**config.mk**
```make
export PLATFORM = sky130hd
export DESIGN_NAME = dcache_refill_ctrl
export DESIGN_NICKNAME = d
export VERILOG_FILES = /design/src/rtl/dcache_refill_ctrl.sv
export SDC_FILE = /design/constraint.sdc
export NUM_CORES = 1
export LEC_CHECK = 0
export CAP_MARGIN = 5
export CORE_UTILIZATION = 50
export DETAILED_ROUTE_END_ITERATION = 10
export DONT_BUFFER_PORTS = 1
export PLACE_DENSITY = 0.77
export SLEW_MARGIN = 20
export SYNTH_ARGS = -nofsm -noshare
export SYNTH_HDL_FRONTEND = slang
export SYNTH_SLANG_ARGS = --single-unit
```
**constraint.sdc**
```tcl
create_clock -name clk -period 1.97 [get_ports clk]
set_input_delay 0.2955 -clock clk [delete_from_list [all_inputs] [get_ports clk]]
set_output_delay 0.2955 -clock clk [all_outputs]
set_load 0.02 [all_outputs]
```
**src/rtl/dcache_refill_ctrl.sv**
```systemverilog
// Miss/refill and write-through sequencer for a 2-way, 8-set, 4-word-block data cache.
// Load misses fetch the whole block in word order 0..3; every store is written through and stalls until acked.
module dcache_refill_ctrl #(
  parameter int ADDR_WIDTH = 32,
  parameter int DATA_WIDTH = 32,
  parameter int TAG_WIDTH  = 25,
  parameter int SET_WIDTH  = 3
) (
  input  logic                  clk,
  input  logic                  rst_n,
  input  logic                  cpu_req,
  input  logic                  cpu_we,
  input  logic [ADDR_WIDTH-1:0] cpu_addr,
  input  logic [DATA_WIDTH-1:0] cpu_wdata,
  output logic                  cpu_stall,
  input  logic                  cache_hit,
  input  logic                  cache_victim,
  output logic                  fill_en,
  output logic                  fill_commit,
  output logic                  fill_way,
  output logic [SET_WIDTH-1:0]  fill_set,
  output logic [1:0]            fill_word,
  output logic [TAG_WIDTH-1:0]  fill_tag,
  output logic [DATA_WIDTH-1:0] fill_data,
  output logic                  mem_req,
  output logic                  mem_we,
  output logic [ADDR_WIDTH-1:0] mem_addr,
  output logic [DATA_WIDTH-1:0] mem_wdata,
  input  logic                  mem_ack,
  input  logic [DATA_WIDTH-1:0] mem_rdata,
  output logic [1:0]            dbg_state
);

  localparam logic [1:0] IDLE   = 2'd0;
  localparam logic [1:0] REFILL = 2'd1;
  localparam logic [1:0] COMMIT = 2'd2;
  localparam logic [1:0] WRITE  = 2'd3;

  logic [1:0]           state;
  logic [1:0]           cnt;
  logic [TAG_WIDTH-1:0] lat_tag;
  logic [SET_WIDTH-1:0] lat_set;
  logic                 lat_way;
  logic                 ack_seen;
  logic                 unused_ok;

  // An ack only counts while a request is actually outstanding.
  assign ack_seen  = mem_req & mem_ack;
  assign unused_ok = &{1'b0, cpu_addr[1:0]};

  always_ff @(posedge clk) begin
    if (!rst_n) begin
      state     <= IDLE;
      cnt       <= 2'd0;
      lat_tag   <= '0;
      lat_set   <= '0;
      lat_way   <= 1'b0;
      mem_req   <= 1'b0;
      mem_we    <= 1'b0;
      mem_addr  <= '0;
      mem_wdata <= '0;
    end else begin
      case (state)
        IDLE: begin
          if (cpu_req && cpu_we) begin
            state     <= WRITE;
            mem_req   <= 1'b1;
            mem_we    <= 1'b1;
            mem_addr  <= {cpu_addr[ADDR_WIDTH-1:2], 2'b00};
            mem_wdata <= cpu_wdata;
          end else if (cpu_req && !cache_hit) begin
            state    <= REFILL;
            cnt      <= 2'd0;
            lat_tag  <= cpu_addr[ADDR_WIDTH-1 -: TAG_WIDTH];
            lat_set  <= cpu_addr[4 +: SET_WIDTH];
            lat_way  <= cache_victim;
            mem_req  <= 1'b1;
            mem_we   <= 1'b0;
            mem_addr <= {cpu_addr[ADDR_WIDTH-1:4], 4'b0000};
          end
        end
        REFILL: begin
          if (ack_seen) begin
            cnt      <= cnt + 2'd1;
            mem_addr <= {lat_tag, lat_set, cnt + 2'd1, 2'b00};
            if (cnt == 2'd3) begin
              state   <= COMMIT;
              mem_req <= 1'b0;
            end
          end
        end
        COMMIT: state <= IDLE;
        WRITE: begin
          if (ack_seen) begin
            state   <= IDLE;
            mem_req <= 1'b0;
            mem_we  <= 1'b0;
          end
        end
        default: state <= IDLE;
      endcase
    end
  end

  // Strobes and stall are forced low while reset is asserted so a half-done refill cannot commit.
  always_comb begin
    cpu_stall   = 1'b0;
    fill_en     = 1'b0;
    fill_commit = 1'b0;
    if (rst_n) begin
      case (state)
        IDLE:   cpu_stall = cpu_req & (cpu_we | ~cache_hit);
        REFILL: begin
          cpu_stall = 1'b1;
          fill_en   = ack_seen;
        end
        COMMIT: begin
          cpu_stall   = 1'b1;
          fill_commit = 1'b1;
        end
        WRITE:  cpu_stall = ~ack_seen;
        default: cpu_stall = 1'b0;
      endcase
    end
  end

  assign fill_way  = lat_way;
  assign fill_set  = lat_set;
  assign fill_tag  = lat_tag;
  assign fill_word = cnt;
  assign fill_data = mem_rdata;
  assign dbg_state = state;

endmodule

```
==> results.cfg <==
[run_status]
run_status = completed

[sta]
layout_min_cycle_time_ps = 1880
min_period_over_period_pct = 95.6
hold-worst-slack_ps = 49.9
unrepaired_setup_endpoints_after_global_routing = yes
hold_violations = 0
finalClockSkew_ps = 12.5
tns_ps = 0
setup-violations-final = 0
fmaxAchievable_mhz = 531
report.final.slew_viol_count = 0

[cells_and_area]
mostFrequentLayoutCell = sky130_fd_sc_hd__nand2_1
final_cell_mix = sky130_fd_sc_hd__nand2_1, sky130_fd_sc_hd__dfxtp_1, sky130_fd_sc_hd__a21oi_1
design.final.nets = 570
num_antenna_cells = 0
post_route_cells_drive_above_1_share_pct = 9.72
syn2layout_area_growth_pct = 2.67

[routing]
avg_vias_per_cell = 5.84
drc = 0
routed-via-count = 3315
avgRoutedWirePerCell_um = 19.0
pre_antenna_drt_iters = 4
ant_nets = 0
iteration_0_drc_count_of_the_detailed_router = 129
routed_wl_um = 10800

[power_and_ir_drop]
pwr_density_cell_nw_per_um2 = 1370
irDropWorstVdd_mv = 0.535
total_leakage_power_nw = 1.80

[global_route]
grt_start_max_net_pins = 43
grt_pass1_vias = 3012
first_pass_grt_wire_length_um = 15200
grt_use_total_pct = 22.6
overall_overflow_remaining_after_global_route = 0
number_of_antenna_violations_at_the_first_check_in_global_routing = 0

[place]
place.port_buffers = 0
place_congestion = 0.813
hpwl_um = 7440

[critical_path]
worst_path_class_setup = flop to output pin
critical-path-max-stage-delay_ps = 340
arrival_ps = 1590
critical_path_cell_by_cell = buf_4, ha_2, a211oi_1, a211oi_1, buf_4
endpoint_kind = output pin
crit_required_ps = 1670
crit_slowest_cell = sky130_fd_sc_hd__dfxtp_1
start_kind = flop
largest_fanout_on_the_critical_path = 5

[synthesis]
synth-edff-count = 0
yosys-top-cells-area = sky130_fd_sc_hd__dfxtp_1, sky130_fd_sc_hd__nand2_1, sky130_fd_sc_hd__a21oi_1
synthDominantCellAreaShare_pct = 45.5
avgSynthCellArea_um2 = 8.54
synth_ff_type = sky130_fd_sc_hd__dfxtp_1
area_of_the_mapped_netlist_um2 = 4270
post_synth_inst_count = 500
synth_seq_area_share_pct = 45.5
synth_seq_cells = 97
post-synth-top-area-cell = sky130_fd_sc_hd__dfxtp_1
post_synth_num_cell_types = 38
synthArstFlopShare_pct = 0
yosysWarningCount = 0

[die]
die_w_um = 94.4
die_area_um2 = 8910
number_of_ports_placed_on_the_die_boundary = 237
starting_density_pct = 51.7
floorplan_core_area_um2 = 8260
rows = 33
die_h_um = 94.4

[run]
max_cap_violations = 0

[clock_tree]
cts_sinks = 97
clkSlewWorstSetupHoldPaths_ps = 100
postCtsHoldBufs = 0
clockRootBuffer = sky130_fd_sc_hd__clkbuf_8
cts_max_path_buffers = 2
number_of_buffers_created_by_cts = 9
insertion_delay_ps = 360
htree_num_levels = 3
tritoncts_clock_tree = built

[min_path]
worstHoldPathType = primary input to flop
==> synth_stat cells, types with 2 or more instances <==
library cell and number:
sky130_fd_sc_hd__buf_6 2, sky130_fd_sc_hd__nor2_1 3, sky130_fd_sc_hd__mux2i_1 29, sky130_fd_sc_hd__dfxtp_1 97, sky130_fd_sc_hd__o211a_1 28, sky130_fd_sc_hd__nand3_1 31
sky130_fd_sc_hd__and2_1 2, sky130_fd_sc_hd__buf_2 9, sky130_fd_sc_hd__nand4_1 2, sky130_fd_sc_hd__a211oi_1 2, sky130_fd_sc_hd__nand2b_1 2, sky130_fd_sc_hd__a21oi_1 65
sky130_fd_sc_hd__ha_1 8, sky130_fd_sc_hd__clkbuf_1 28, sky130_fd_sc_hd__inv_1 3, sky130_fd_sc_hd__buf_4 34, sky130_fd_sc_hd__o21ai_0 3, sky130_fd_sc_hd__o22ai_1 2
sky130_fd_sc_hd__nand2_1 131
==> layer usage <==
layer,global-route usage [%],up-vias,part of all wire [%],routed length [um]
li1,-,1586,-,-
met1,23.6,1554,38,4070
met2,40.9,163,50,5380
met3,9.18,12,11,1200
met4,7.44,0,1.1,123
met5,0,-,0,0
==> registers in the layout, summed over array words and instances, names as in the netlist <==
name,cells
fill_way,1
mem_we,1
mem_wdata,32
fill_tag,25
dbg_state,2
fill_set,3
fill_word,2
mem_addr,30
mem_req,1
==> path summary, 6_finish.rpt <==
path                 start            end  slack [ps]  cells past startpoint
max reg2reg   dbg_state[1]   fill_tag[11]         110                      6
min                  rst_n   mem_addr[11]          50                      1
max           dbg_state[1]      cpu_stall          90                      5
min reg2reg  mem_wdata[31]  mem_wdata[31]         560                      2
==> per-stage QoR <==
| stage | utilization [%] | total power, mW | std cells | setup WS (ps) | area [um2] |
|---|---|---|---|---|---|
| floorplan | - | 4.30 | 501 | 60.2 | 4270 |
| global placement | 50.1 | 4.60 | 552 | 83.2 | 4140 |
| detailed placement | 50.1 | 4.68 | 552 | 46.6 | 4140 |
| CTS | 52.7 | 6.01 | 567 | -8.82 | 4350 |
| global route | 53.1 | 6.36 | 568 | -62.5 | 4380 |
| finish | 53.1 | 6.00 | 568 | 87.4 | 4380 |
==> repair_timing <==
action	4_1_cts	5_1_grt
pin swaps	0	2
cloned	0	1
gates resized for setup	4	4
setup endpoints to repair	2	31
buffers inserted	0	0
==> worst max-delay path, delay by kind of cell, from the launching register on <==
family | cells | cell delay (ps)
buffers and inverters | 2 | 370
flip-flops | 1 | 340
AO/OA/AOI/OAI | 2 | 290
adder cells (fa/ha/maj) | 1 | 240
==> kinds of logic (layout without fill, tap and decap cells) <==
logic type | after synthesis | count (layout) | share of synthesized area, %
AOI/OAI and AO/OA | 110 | 110 | 17.1
DFF | 97 | 97 | 45.5
buffers and inverters | 77 | 38 | 10.4
and+or+nand+nor | 177 | 178 | 17.5
other | 1 | 2 | 0.0878
muxes | 30 | 30 | 7.06
adders and majority gates | 8 | 8 | 2.34
==> where the power goes <==
part	total, mW	switching [mW]	internal, mW
combinational	1.67	1.00	0.673
sequential	3.00	0.671	2.33
clock	1.32	0.698	0.626
==> layout make-up <==
cell class	count	area, um2
clock buffer	10	138
sequential	97	1940
tap	105	131
timing repair buffer	19	171
fill	787	3870
multi-input combinational	328	1920
inverter	4	15.0
clock inverter	5	63.8
(Power assumes the default switching activity.)
